[src/rtl/tt_lut_pkg.sv]
// Shared types and helpers for the truth-table evaluator: FSM states, MSB-first lookup, N_IN bounds.
package tt_lut_pkg;

  typedef enum logic [1:0] {
    IDLE  = 2'd0,
    SWEEP = 2'd1,
    DRAIN = 2'd2
  } state_e;

  localparam int unsigned N_IN_MIN = 1;
  localparam int unsigned N_IN_MAX = 6;

  function automatic bit n_in_ok(input int unsigned n);
    return (n >= N_IN_MIN) && (n <= N_IN_MAX);
  endfunction

  // Row 0 lives in the table MSB, so index k reads bit (tt_w-1-k).
  function automatic logic tt_lookup(input logic [63:0] tt, input int unsigned tt_w,
                                     input int unsigned idx);
    logic [5:0] pos;
    pos = 6'(tt_w - 32'd1 - idx);
    return tt[pos];
  endfunction

endpackage

[src/rtl/tt_lut_out_reg.sv]
// One-entry valid/ready register, 1-cycle latency, full throughput.
// Accepts when empty or when the held entry drains the same cycle; data holds while stalled.
module tt_lut_out_reg #(
  parameter int W = 4
) (
  input  logic         clk_i,
  input  logic         rst_i,
  input  logic         in_valid_i,
  output logic         in_ready_o,
  input  logic [W-1:0] in_data_i,
  output logic         out_valid_o,
  input  logic         out_ready_i,
  output logic [W-1:0] out_data_o
);

  logic         valid_q;
  logic [W-1:0] data_q;

  assign in_ready_o  = !valid_q || out_ready_i;
  assign out_valid_o = valid_q;
  assign out_data_o  = data_q;

  always_ff @(posedge clk_i or posedge rst_i) begin
    if (rst_i) begin
      valid_q <= 1'b0;
      data_q  <= '0;
    end else if (in_ready_o) begin
      valid_q <= in_valid_i;
      if (in_valid_i) data_q <= in_data_i;
    end
  end

endmodule

[src/rtl/tt_lut_engine.sv]
// Run-time programmable N-input truth-table evaluator with exhaustive self-sweep.
// Result 1 cycle after accept; in_ready follows the output register's load enable.
module tt_lut_engine
  import tt_lut_pkg::*;
#(
  parameter int                  N_IN       = 3,
  parameter logic [2**N_IN-1:0]  TT_DEFAULT = 8'h9D
) (
  input  logic                clk_i,
  input  logic                rst_i,
  input  logic                cfg_load_i,
  input  logic [2**N_IN-1:0]  cfg_tt_i,
  output logic                cfg_err_o,
  input  logic                in_valid_i,
  output logic                in_ready_o,
  input  logic [N_IN-1:0]     in_vec_i,
  output logic                out_valid_o,
  input  logic                out_ready_i,
  output logic                out_bit_o,
  output logic [N_IN-1:0]     out_vec_o,
  input  logic                sweep_start_i,
  output logic                sweep_busy_o,
  output logic                sweep_done_o
);

  localparam int TT_W  = 2**N_IN;
  localparam int CNT_W = $clog2(TT_W) + 1;

  if (!n_in_ok(N_IN)) begin : g_bad_n_in
    $error("tt_lut_engine: N_IN must be in 1..6");
  end

  state_e            state_q;
  logic [CNT_W-1:0]  cnt_q;
  logic [TT_W-1:0]   tt_q;
  logic              cfg_err_q;

  logic              stage_in_vld;
  logic              stage_rdy;
  logic [N_IN-1:0]   vec_sel;
  logic [N_IN:0]     stage_in_dat;
  logic [N_IN:0]     stage_out_dat;

  assign vec_sel      = (state_q == IDLE) ? in_vec_i : cnt_q[N_IN-1:0];
  assign stage_in_dat = {tt_lookup(64'(tt_q), TT_W, 32'(vec_sel)), vec_sel};
  assign stage_in_vld = (state_q == IDLE) ? in_valid_i : (state_q == SWEEP);

  assign in_ready_o   = (state_q == IDLE) && stage_rdy;
  assign sweep_busy_o = (state_q != IDLE);
  assign sweep_done_o = (state_q == DRAIN) && out_valid_o && out_ready_i;
  assign cfg_err_o    = cfg_err_q;
  assign out_bit_o    = stage_out_dat[N_IN];
  assign out_vec_o    = stage_out_dat[N_IN-1:0];

  tt_lut_out_reg #(.W(N_IN + 1)) u_out_reg (
    .clk_i      (clk_i),
    .rst_i      (rst_i),
    .in_valid_i (stage_in_vld),
    .in_ready_o (stage_rdy),
    .in_data_i  (stage_in_dat),
    .out_valid_o(out_valid_o),
    .out_ready_i(out_ready_i),
    .out_data_o (stage_out_dat)
  );

  always_ff @(posedge clk_i or posedge rst_i) begin
    if (rst_i) begin
      state_q   <= IDLE;
      cnt_q     <= '0;
      tt_q      <= TT_DEFAULT;
      cfg_err_q <= 1'b0;
    end else begin
      cfg_err_q <= cfg_load_i && (state_q != IDLE);
      case (state_q)
        IDLE: begin
          if (cfg_load_i) tt_q <= cfg_tt_i;
          if (sweep_start_i) begin
            state_q <= SWEEP;
            cnt_q   <= '0;
          end
        end
        SWEEP: begin
          if (stage_rdy) begin
            // Last row goes out: counter parks at 0 and is not reused in DRAIN.
            if (cnt_q == CNT_W'(TT_W - 1)) begin
              state_q <= DRAIN;
              cnt_q   <= '0;
            end else begin
              cnt_q <= cnt_q + 1'b1;
            end
          end
        end
        DRAIN: begin
          if (out_valid_o && out_ready_i) state_q <= IDLE;
        end
        default: state_q <= IDLE;
      endcase
    end
  end

endmodule

[config.mk]
export PLATFORM = sky130hd
export DESIGN_NAME = tt_lut_engine
export DESIGN_NICKNAME = d
export VERILOG_FILES = /design/src/rtl/tt_lut_pkg.sv /design/src/rtl/tt_lut_out_reg.sv /design/src/rtl/tt_lut_engine.sv
export SDC_FILE = /design/constraint.sdc
export NUM_CORES = 1
export LEC_CHECK = 0
export BUFFER_PORTS_ARGS = -buffer_cell sky130_fd_sc_hd__clkbuf_2
export CORE_MARGIN = 2
export CORE_UTILIZATION = 51
export CTS_CLUSTER_SIZE = 14
export DETAILED_ROUTE_END_ITERATION = 6
export GPL_TIMING_DRIVEN = 0
export PLACE_DENSITY = 0.85
export SLEW_MARGIN = 20
export SYNTH_ARGS = -nofsm -noshare
export SYNTH_HDL_FRONTEND = slang
export SYNTH_SLANG_ARGS = --single-unit
[constraint.sdc]
create_clock -name clk_i -period 2.16 [get_ports clk_i]
set_clock_uncertainty 0.2 [all_clocks]
set_input_delay 0.216 -clock clk_i [delete_from_list [all_inputs] [get_ports clk_i]]
set_output_delay 0.216 -clock clk_i [all_outputs]
set_load 0.03 [all_outputs]
======== Word level (Yosys, flattened, before mapping) ========
Index checks and enable logic that the tools add are counted.
storage, ports and cells
  register bits after elaboration ......... 20
  output and inout bits ................... 9
  word-level logic and storage cells ...... 43
cells by class
  add/subtract/negate cells ............... 2
  order comparisons ....................... 1
  eq/ne operators ......................... 7
  mux-type cells .......................... 13
  reductions and logical operators ........ 14
operator list
  kind                                                                      count
  4-bit 2-to-1 mux                                                          3
  2-bit 2-to-1 mux                                                          4
  4-bit case mux with 2 select lines                                        1
  6-bit by 7-bit < comparator with 1-bit output (second input constant)     1
  1-bit binary-select mux with 6-bit select                                 1
  2-bit case mux with 3 select lines                                        1
  1-bit logical AND                                                         5
  4-bit by 1-bit adder with 4-bit output (second input constant)            1
  4-bit by 3-bit equality test with 1-bit output (second input constant)    1
  2-bit by 1-bit inequality test with 1-bit output (second input constant)  2
  2-bit inequality test (second input constant)                             2
  2-bit AND reduction                                                       2
  4-bit AND reduction                                                       1
  2-bit nonzero test                                                        2
  3-bit by 3-bit subtractor with 4-bit output (first input constant)        1
  3-bit 2-to-1 mux                                                          1
  3-bit AND reduction                                                       1
  2-bit by 1-bit equality test with 1-bit output (second input constant)    1
  2-bit equality test (second input constant)                               1
  2-bit zero test                                                           1
  1-bit 2-to-1 mux                                                          2
  1-bit zero test                                                           1
  1-bit logical OR                                                          1

======== Logic depth before layout (Yosys ltp) ========
Gate-level depths: netlist of run 1.
  depth after elaboration ................. 5
  mapped depth ............................ 6
  depth with buffers taken out ............ 5

======== Hierarchy ========
Synthesis of run 1 repeated with hierarchy kept, for this count alone.
unflattened totals
  cells, all modules ...................... 105
  area, all modules ....................... 1099.8 µm²
by module, submodules not included
  module          instances  cells an instance  area an instance (µm²)
  tt_lut_engine   1          92                 878.3
  tt_lut_out_reg  1          13                 221.5

======== Least setup slack after synthesis of run 1 ========
No wires, ideal clock.
  path kind ............................... register -> register
  start point ............................. reg state_q[1]
  end point ............................... reg u_out_reg.data_q[3], in the netlist u_out_reg.out_data_o[3]
  arrival ................................. 1475 ps
  required time ........................... 1836 ps
  path slack .............................. 362 ps
  cell stages (with the launch flop) ...... 7
  path buffers ............................ 1
  period minus slack after synthesis ...... 1798 ps
  path through ............................ dfrtp_1 buf_6 o21a_1 nor2_2 mux2i_1 mux2i_1 a211o_1
between the ends
  word-level cells in the longest chain between the ends .. 5
ends and longest elaborated chain
  element                                      RTL line                                  text
  from (decl)                                  tt_lut_engine.sv:33                       state_e state_q;
  from (signal assigned)                       tt_lut_engine.sv:68                       state_q <= IDLE;
  from (signal assigned)                       tt_lut_engine.sv:78                       state_q <= SWEEP;
  from (signal assigned)                       tt_lut_engine.sv:86                       state_q <= DRAIN;
  2-bit zero test                              tt_lut_engine.sv:44, tt_lut_engine.sv:46
  3-bit 2-to-1 mux                             tt_lut_engine.sv:44                       assign vec_sel = (state_q == IDLE) ? in_vec_i : cnt_q[N_IN-1:0];
  3-bit by 3-bit subtractor with 4-bit output  tt_lut_pkg.sv:21                          pos = 6'(tt_w - 32'd1 - idx);
  1-bit binary-select mux with 6-bit select    tt_lut_pkg.sv:22                          return tt[pos];
  1-bit 2-to-1 mux (implied by the code)       tt_lut_pkg.sv:22
  to (signal assigned)                         tt_lut_out_reg.sv:29                      if (in_valid_i) data_q <= in_data_i;
  to (decl)                                    tt_lut_out_reg.sv:17                      logic [W-1:0] data_q;
Several ways; a longest one is shown, not always the timed one. The select of a mux whose other input is x is not followed.
A chain may end at the register's enable or synchronous reset.

======== Final worst setup path of run 1 ========
Ends and elaborated chain as after synthesis.

==> results of run 1 <==
==> flip-flops by register name (all words and copies together) (netlist names) <==
register / cells
tt_q: 8
cnt_q: 4
u_out_reg.out_data_o: 4
state_q: 2
cfg_err_o: 1
u_out_reg.out_valid_o: 1
==> power by group through the flow <==
stage	Combinational [mW]	Sequential [mW]	Clock [mW]
4_1_cts	0.582	0.650	0.218
3_5_place_dp	0.557	0.656	0
2_1_floorplan	0.369	0.699	0
3_3_place_gp	0.535	0.641	0
6_report	0.582	0.652	0.219
5_1_grt	0.641	0.673	0.240
==> final timing paths <==
kind,depth (start not counted),start,slack [ps],to
max,6,state_q[1]$_DFFE_PP0P_,240,u_out_reg.out_data_o[3]$_DFFE_PP0P_
min,4,out_ready_i,30,state_q[1]$_DFFE_PP0P_
max reg2reg,6,state_q[1]$_DFFE_PP0P_,240,u_out_reg.out_data_o[3]$_DFFE_PP0P_
min reg2reg,2,u_out_reg.out_data_o[0]$_DFFE_PP0P_,340,u_out_reg.out_data_o[0]$_DFFE_PP0P_
max in group asynchronous,3,rst_i,960,cnt_q[3]$_DFFE_PP0P_
min in group asynchronous,3,rst_i,350,u_out_reg.out_data_o[1]$_DFFE_PP0P_
==> worst register-to-register path: stages (launching register included) <==
cell and delay [ps]:
dfrtp_1 440, buf_6 160, o21a_1 230, o21ai_0 160, nor3b_1 270, a311oi_1 90, a211o_1 280
==> final cells by class <==
class,count,area (sq um)
Fill cell,153,591
Clock buffer,4,36.3
Tap cell,27,33.8
Inverter,4,15.0
Multi-Input combinational cell,66,487
Sequential cell,20,507
Buffer,4,27.5
Timing Repair Buffer,37,245
==> cells in the mapped netlist (2+ instances only) <==
master	instances	share of area, %
nor3b_1	2	1.4
nand3_1	2	0.97
dfstp_2	5	13
inv_1	4	1.4
dfrtp_1	15	36
nand2b_1	2	1.2
a21oi_1	5	2.4
nand2_1	6	2.2
o21bai_1	2	1.4
mux2i_1	4	3.9
nor2_1	7	2.5
a22o_1	3	2.5
nor2_2	2	1.2
o21ai_0	3	1.4
mux2_2	8	8.7
nor2b_1	3	1.8
==> stage by stage <==
stage	std cells	power, mW	instance area, sq um	utilization (%)
2_1_floorplan	94	1.07	1040	-
3_3_place_gp	146	1.18	1190	61.5
3_5_place_dp	146	1.21	1190	61.5
4_1_cts	162	1.45	1350	69.6
5_1_grt	162	1.55	1350	69.6
6_report	162	1.45	1350	69.6
==> metal layers <==
| layer | part of all wire, % | vias up | routed length [um] | global-route usage, % |
|---|---|---|---|---|
| met1 | 44 | 413 | 950 | 23.9 |
| met4 | 1.6 | 0 | 34 | 8.10 |
| met2 | 52 | 27 | 1130 | 38.3 |
| li1 | - | 418 | - | - |
| met3 | 2.6 | 5 | 56 | 2.15 |
| met5 | 0 | - | 0 | 0 |
==> cell families (layout without fill, tap and decap cells) <==
| group | count (synthesis) | in the layout | share of synthesized area, % |
|---|---|---|---|
| adder cells (fa/ha/maj) | 1 | 1 | 1.21 |
| buffers and inverters | 8 | 49 | 4.11 |
| multiplexers | 13 | 13 | 13.9 |
| XOR/XNOR | 1 | 1 | 0.846 |
| AND/OR/NAND/NOR | 32 | 32 | 18.7 |
| flip-flops | 20 | 20 | 48.9 |
| AO/OA/AOI/OAI | 19 | 19 | 12.3 |
==> results.cfg, run 1 <==
[outcome]
status = finished clean

[die]
die_y_um = 49.1
start_util_pct = 53.4
ios = 26
core_area_sq_um = 1940
die_area_sq_um = 2410
dieWidth_um = 49.1
rows = 16

[timing]
worst_hold_slack_ps = 26.2
fin_crit_ps = 1920
hold_violations = 0
slew_viol_final = 0
slew_headroom_pct = 51.6
timing.setup.tns_ps = 0
finalSetupViolCount = 0
worst_pin_slew_ps = 726
setup_ws_ps = 237
finalCritPeriodShare_pct = 89.0
rsz0062_at_grt = false
fmax_mhz = 520

[route]
wl_per_cell_um = 13.4
vias = 863
drtPass1Iterations = 4
routed_wl_um = 2170
via_per_inst = 5.33
drc = 0
ant_nets = 0
drt_iter0_drc = 19

[grt]
antenna_found_initial = 0
grtUsageTotal_pct = 20.6
grt_max_degree = 21
grt_pass1_wl_um = 3800
gr-total-overflow = 0
grt_pass1_vias = 880

[clock_tree]
cts_root_buf = clkbuf_4
clk_pin_slew_ps = 110
htreeDepth = 1
cts_buffers = 3
hold_buffers = 12
cts_tree = built
cts_buffer_depth = 2
cts_setup_buffers = 0
clk_latency_ps = 300
cts-resized-gates = 0
cts_num_sinks = 20

[critical_path]
crit_buf_inv = 1
cp_top_family = compound AO/OA/AOI/OAI gates
worst-endpoint-required_ps = 2170
cp.arrival_ps = 1930
critical_path.slowest_cell = dfrtp_1
path_cells = buf_6 -> o21a_1 -> o21ai_0 -> nor3b_1 -> a311oi_1 -> a211o_1
max_stage_delay_ps = 440
crit_path_end_kind = flop
cp_max_fo = 10
start_kind = flop
criticalPathCategory = reg -> reg

[placed_design]
dp_slack_ps = 252
routabilityCongestion = 0.790
dp_hpwl_um = 1520
portBuffers = 25

[cells_and_area]
layout_common_cells = clkbuf_2 (25), dfrtp_1 (15), dlygate4sd3_1 (12)
final_common_cell = clkbuf_2
areaGrowthSynthToFinish_pct = 30.4
nNetsFinal = 154
antenna_cells = 0
drive_above_1_share_pct = 37.0

[power]
power.internal_mw = 0.921
pwr-share-seq_pct = 44.9
cellPowerDensity_nw_per_um2 = 1080
swShare_pct = 36.6
cellLeakagePower_nw = 0.632
power_frac_comb_pct = 40.1
max-vdd-ir-drop_mv = 0.624
switching_power_mw = 0.532
clkPwrFrac_pct = 15.1

[logic_synthesis]
yosys_register_bits = 20
synth_seq_area_share_pct = 48.9
synth_ff_type = dfrtp_1
syn_nets = 112
synth_area_sq_um = 1040
async_reset_ff_share_pct = 100
synth_warnings = 0
synthCells = 94
synth_edf_count = 0
syn_area_per_cell_sq_um = 11.0
yosysUniqueCellTypes = 37

[flow_run]
cap_violations = 0

[min_path]
hp-class = in -> reg
Power figures use the tool's default switching activity.
==> run 2: changes to the inputs <==
CORE_UTILIZATION = 52   (was 51)
PLACE_DENSITY = 0.86   (was 0.85)
SYNTH_HIERARCHICAL = 1   (was default)
==> run 2 against run 1 <==
Effect of this change:
- the run now ends with hold timing left
- critical path depth decreased by 1
- sequential power up 13%
- wire length is 3.6% higher
- total power grew 33%
- register-to-register slack got worse by 190 ps
- die area rose by 3.8%
- clock-buffer cell count did not move
- critical path type unchanged
- critical endpoint is now u_out_reg/out_data_o[3]$_DFFE_PP0P_
- largest power group is now combinational cells
- highest routed layer unchanged
==> results.cfg, run 2 <==
[flow_run]
cap_violations = 0

[cells_and_area]
antenna_cells = 0
drive_above_1_share_pct = 31.9
final_common_cell = clkbuf_2
layoutNonFillerInstCount = 171
areaGrowthSynthToFinish_pct = 27.8
max_flop_register = tt_q
nNetsFinal = 163
largest_reg_flops = 8
num-fill-cells = 140
layout_common_cells = clkbuf_2 (26), dfrtp_1 (14), nand2_1 (12)
finalInstanceArea_sq_um = 1410

[clock_tree]
cts_buffer_depth = 2
cts_num_sinks = 20
cts_buffers = 3
clk_latency_ps = 310
clk_pin_slew_ps = 110
cts_tree = built
cts_setup_buffers = 0
cts_root_buf = clkbuf_4
htreeDepth = 1

[timing]
fin_crit_ps = 2110
finalSetupViolCount = 0
fmax_mhz = 474
worst_pin_slew_ps = 550
finalCritPeriodShare_pct = 97.6
hold_violations = 1
rsz0062_at_grt = false
slew_headroom_pct = 63.3
setup_ws_ps = 51.3
slew_viol_final = 0
timing.setup.tns_ps = 0
worst_hold_slack_ps = -0.562

[logic_synthesis]
yosysMostFrequentCell = dfrtp_1
async_reset_ff_share_pct = 100
yosys_register_bits = 20
synth-xor-area-share_pct = 0.796
synth_mux_area_share_pct = 21.4
synth_top_family_by_area = multiplexers
yosys-top-cells-count = dfrtp_1 (15), nand2_1 (12), mux2_1 (8), mux2i_1 (7), nor2_1 (7)
yosysUniqueCellTypes = 33
synth_area_sq_um = 1100
synth-compound-area-share_pct = 7.96
synth_ff_type = dfrtp_1
synth_fa_ha_area_share_pct = 1.14
syn_nets = 123
synth-simple-area-share_pct = 19.1
synth_top_area_cell = dfrtp_1
syn_area_per_cell_sq_um = 10.5
ys_top_cells_by_area = dfrtp_1 (34%), dfstp_2 (12%), mux2_1 (8.2%)
synth_seq_area_share_pct = 46.1
synth_edf_count = 0
synth_warnings = 6
synthCells = 105
synth_top_area_share_pct = 34.1

[critical_path]
criticalPathCategory = reg -> reg
worst-endpoint-required_ps = 2170
crit_path_end_kind = flop
cp.arrival_ps = 2120
start_kind = flop
cp_max_fo = 5

[placed_design]
placed_cell_area_sq_um = 1260
portBuffers = 25
place_inst = 157
routabilityCongestion = 0.751
dp_slack_ps = -79.3
dp_hpwl_um = 1700

[die]
rows = 16
die_area_sq_um = 2500
die_y_um = 50.0
ios = 26
start_util_pct = 55.5
dieWidth_um = 50.0
core_area_sq_um = 1980

[grt]
grt_max_degree = 16
grtUsageTotal_pct = 20.9
grt_pass1_wl_um = 3840
gr-total-overflow = 0
grt_pass1_vias = 900
antenna_found_initial = 0

[power]
max-vdd-ir-drop_mv = 0.707
cellPowerDensity_nw_per_um2 = 1370
cellLeakagePower_nw = 0.685

[route]
routed_wl_um = 2250
vias = 924
ant_nets = 0
wl_per_cell_um = 13.1
drt_iter0_drc = 16
via_per_inst = 5.40
drtPass1Iterations = 4
drc = 0

[outcome]
violations = hold timing
status = complete, but fails checks

[min_path]
hp-class = in -> reg
-- run 2: timing repair --
item	CTS	global route
hold buffers	10	0
setup endpoints to repair	2	1
hold endpoints to repair	24	0
resized for setup	1	4
pin swaps	0	0
-- run 2: final cells by class --
type                    count  area [sq um]  share of cell area [%]
well taps                  27          33.8                    2.40
plain buffers               4          17.5                    1.25
clock buffers               4          36.3                    2.58
repair buffers             35           225                    16.0
flip-flops and latches     20           508                    36.2
inverters                   6          22.5                    1.60
multi-input cells          75           562                    40.0
-- run 2: metrics by stage --
stage	hold slack, ps	total power [mW]	util, %
detailed placement	-90.4	1.69	63.5
global route	35.3	2.08	70.9
floorplan	-205	1.45	-
CTS	3.67	1.93	70.5
finish	-0.562	1.93	70.9
global placement	-95.6	1.63	63.5
-- run 2: cell families after synthesis --
kind of cell / Yosys count
flops: 20
buf+inv: 10
simple gates: 39
fa+ha+maj: 1
mux: 20
compound gates: 14
xor+xnor: 1
-- run 2: critical path: stages, from the launching register on --
cell       delay (ps)
dfrtp_2           470
or3b_1            430
and3_1            190
a2111oi_1         350
a311oi_1          100
mux2_4            280
-- run 2: final timing paths --
kind	to	start	depth (start not counted)	slack, ps
hold reg to reg	tt_q[5]$_DFFE_PP0P_	tt_q[5]$_DFFE_PP0P_	1	310
setup / recovery	u_out_reg/out_data_o[3]$_DFFE_PP0P_	state_q[1]$_DFFE_PP0P_	5	50
hold / removal	state_q[1]$_DFFE_PP0P_	out_ready_i	4	-0.6
max in group asynchronous	state_q[1]$_DFFE_PP0P_	rst_i	3	1090
setup reg to reg	u_out_reg/out_data_o[3]$_DFFE_PP0P_	state_q[1]$_DFFE_PP0P_	5	50
min in group asynchronous	u_out_reg/out_valid_o$_DFFE_PP0P_	rst_i	3	120
-- run 2: metal layers --
| metal | global-route usage, % | vias to the layer above | share of wire, % |
|---|---|---|---|
| met3 | 3.94 | 7 | 4.9 |
| met4 | 12.5 | 0 | 2.8 |
| met1 | 25.0 | 438 | 42 |
| met5 | 0 | - | 0 |
| met2 | 34.4 | 33 | 50 |
| li1 | - | 446 | - |
-- run 2: power by group --
part	switching, mW	internal, mW	total, mW
clock network	0.121	0.103	0.224
logic	0.528	0.442	0.971
registers	0.148	0.587	0.736
==> run 3: changes to the inputs <==
CORE_UTILIZATION = 40   (was 52)
HOLD_SLACK_MARGIN = 0.12   (was default)
PLACE_DENSITY = 0.7   (was 0.86)
==> run 3 against run 2 <==
Effect of this change:
- the run now ends clean
- worst setup slack improved by 68 ps
- critical path depth unchanged
- sequential power grew 3.1%
- core utilization fell by 16 points
- global-route usage is 3.7 points lower
- sequential share of layout area decreased by 1.5 points
- cell count is 4.1% higher
- largest cell class unchanged
==> results.cfg, run 3 (synthesized netlist as in run 2, its figures left out) <==
[min_path]
hp-class = in -> reg
whs_endpoint = u_out_reg/out_valid_o$_DFFE_PP0P_
worstHoldPathCells = 4
hold_start = in_valid_i

[die]
dieWidth_um = 56.4
die_y_um = 56.4
die_area_sq_um = 3180
start_util_pct = 40.9
ios = 26
core_area_sq_um = 2690
rows = 19

[cells_and_area]
final_common_cell = clkbuf_2
largest_reg_flops = 8
utilization_pct = 54.6
nNetsFinal = 166
areaGrowthSynthToFinish_pct = 33.4
finalInstanceArea_sq_um = 1470
layout_common_cells = clkbuf_2 (25), dlygate4sd3_1 (14), dfrtp_1 (13)
max_flop_register = tt_q
drive_above_1_share_pct = 32.0
antenna_cells = 0

[power]
swShare_pct = 40.2
power.internal_mw = 1.22
cellPowerDensity_nw_per_um2 = 1390
cellLeakagePower_nw = 0.705
switching_power_mw = 0.823
clkPwrFrac_pct = 15.3
pwr-share-seq_pct = 37.1
power_frac_comb_pct = 47.6
power_mw = 2.05
max-vdd-ir-drop_mv = 0.877

[placed_design]
dp_hpwl_um = 1790
dp_slack_ps = -97.3
placed_cell_area_sq_um = 1260
routabilityCongestion = 0.786
portBuffers = 25

[timing]
setup_ws_ps = 119
fmax_mhz = 490
hold_violations = 0
rsz0062_at_grt = false
timing.setup.tns_ps = 0
slew_headroom_pct = 60.5
fin_crit_ps = 2040
slew_viol_final = 0
finalSetupViolCount = 0
worst_pin_slew_ps = 592
finalCritPeriodShare_pct = 94.5

[critical_path]
path_cells = or3b_1 -> and3_1 -> a2111oi_2 -> a311oi_1 -> mux2_4
crit_path_end_kind = flop
crit-reg2reg-launch = state_q[1]$_DFFE_PP0P_
cp_top_family = simple AND/OR/NAND/NOR gates
max_stage_delay_ps = 470
critical_path.slowest_cell = dfrtp_2
criticalPathCategory = reg -> reg
cp_max_fo = 5
critPathLaunch = state_q[1]$_DFFE_PP0P_
rrSetupSlack_ps = 120
r2r_cells = 5
crit_buf_inv = 0
cp.arrival_ps = 2050
cp.depth = 5
start_kind = flop
worst-endpoint-required_ps = 2170
rr_endpoint = u_out_reg/out_data_o[3]$_DFFE_PP0P_

[clock_tree]
htreeDepth = 1
cts_num_sinks = 20
cts_buffers = 3
clk_latency_ps = 310
clk_pin_slew_ps = 120
cts_buffer_depth = 2
cts_tree = built
cts_root_buf = clkbuf_4

[grt]
gr-total-overflow = 0
grt_max_degree = 16
grt_pass1_vias = 971
grtUsageTotal_pct = 17.2
antenna_found_initial = 0
grt_pass1_wl_um = 4250

[route]
wl_per_cell_um = 13.4
routed_wl_um = 2390
drc = 0
wl_met3_um = 116
drtPass1Iterations = 4
drt_iter0_drc = 7
vias = 937
via_per_inst = 5.26
ant_nets = 0
wl_met1_um = 996
highest_layer = met4
met2_wirelength_um = 1230

[outcome]
status = finished clean

[flow_run]
cap_violations = 0
==> run 3: changes by cell type in the layout (fill, tap and decap cells not counted), sizes merged <==
cell | before | now
clkbuf | 32 | 30
bufinv | 0 | 1
dlygate4sd3 | 10 | 14
==> run 3: worst max-delay path by stage <==
stage	endpoint	slack [ps]
floorplan	u_out_reg/out_data_o[3]$_DFFE_PP0P_	130
global placement	u_out_reg/out_data_o[3]$_DFFE_PP0P_	-10
detailed placement	u_out_reg/out_data_o[3]$_DFFE_PP0P_	-100
CTS	u_out_reg/out_data_o[3]$_DFFE_PP0P_	50
global route	u_out_reg/out_data_o[3]$_DFFE_PP0P_	50
finish	u_out_reg/out_data_o[3]$_DFFE_PP0P_	120
==> run 3: what timing repair did <==
| item | in CTS | in global routing |
|---|---|---|
| gates resized for setup | 2 | 4 |
| endpoints found under the hold margin | 28 | 0 |
| buffers inserted | 0 | 0 |
| endpoints found under the setup margin | 1 | 1 |
| hold buffers | 14 | 0 |
| pin swaps | 0 | 0 |
==> run 3: metrics by stage <==
stage | hold WS [ps] | std cells
floorplan | -205 | 105
global placement | -93.6 | 161
detailed placement | -87.1 | 161
CTS | 155 | 178
global route | 193 | 178
finish | 154 | 178
==> run 3: final cells by class <==
cell class / instances / area, sq um
fill: 247 / 1220
multi-input combinational: 75 / 567
sequential: 20 / 509
timing repair buffer: 39 / 265
tap: 31 / 38.8
clock inverter: 1 / 30.0
clock buffer: 3 / 22.5
inverter: 6 / 22.5
buffer: 3 / 12.5
==> run 3: power groups by stage <==
stage                     Sequential, mW  Combinational, mW  Clock (mW)
after detailed placement           0.734              0.969           0
final                              0.759              0.973       0.313
after CTS                          0.752              0.966       0.321
after floorplan                    0.786              0.669           0
after global routing               0.788               1.07       0.328
after global placement             0.721              0.922           0
==> run 3: routing by layer <==
| layer | up-vias | global-route usage (%) |
|---|---|---|
| li1 | 449 | - |
| met1 | 454 | 20.7 |
| met2 | 30 | 29.7 |
| met3 | 4 | 1.84 |
| met4 | 0 | 9.18 |
| met5 | - | 0 |
==> run 3: worst reg2reg max path: cells and delay by family, from the launching register on <==
kind	cells	cell delay (ps)
simple gates	2	630
mux	1	280
flops	1	470
compound gates	2	370
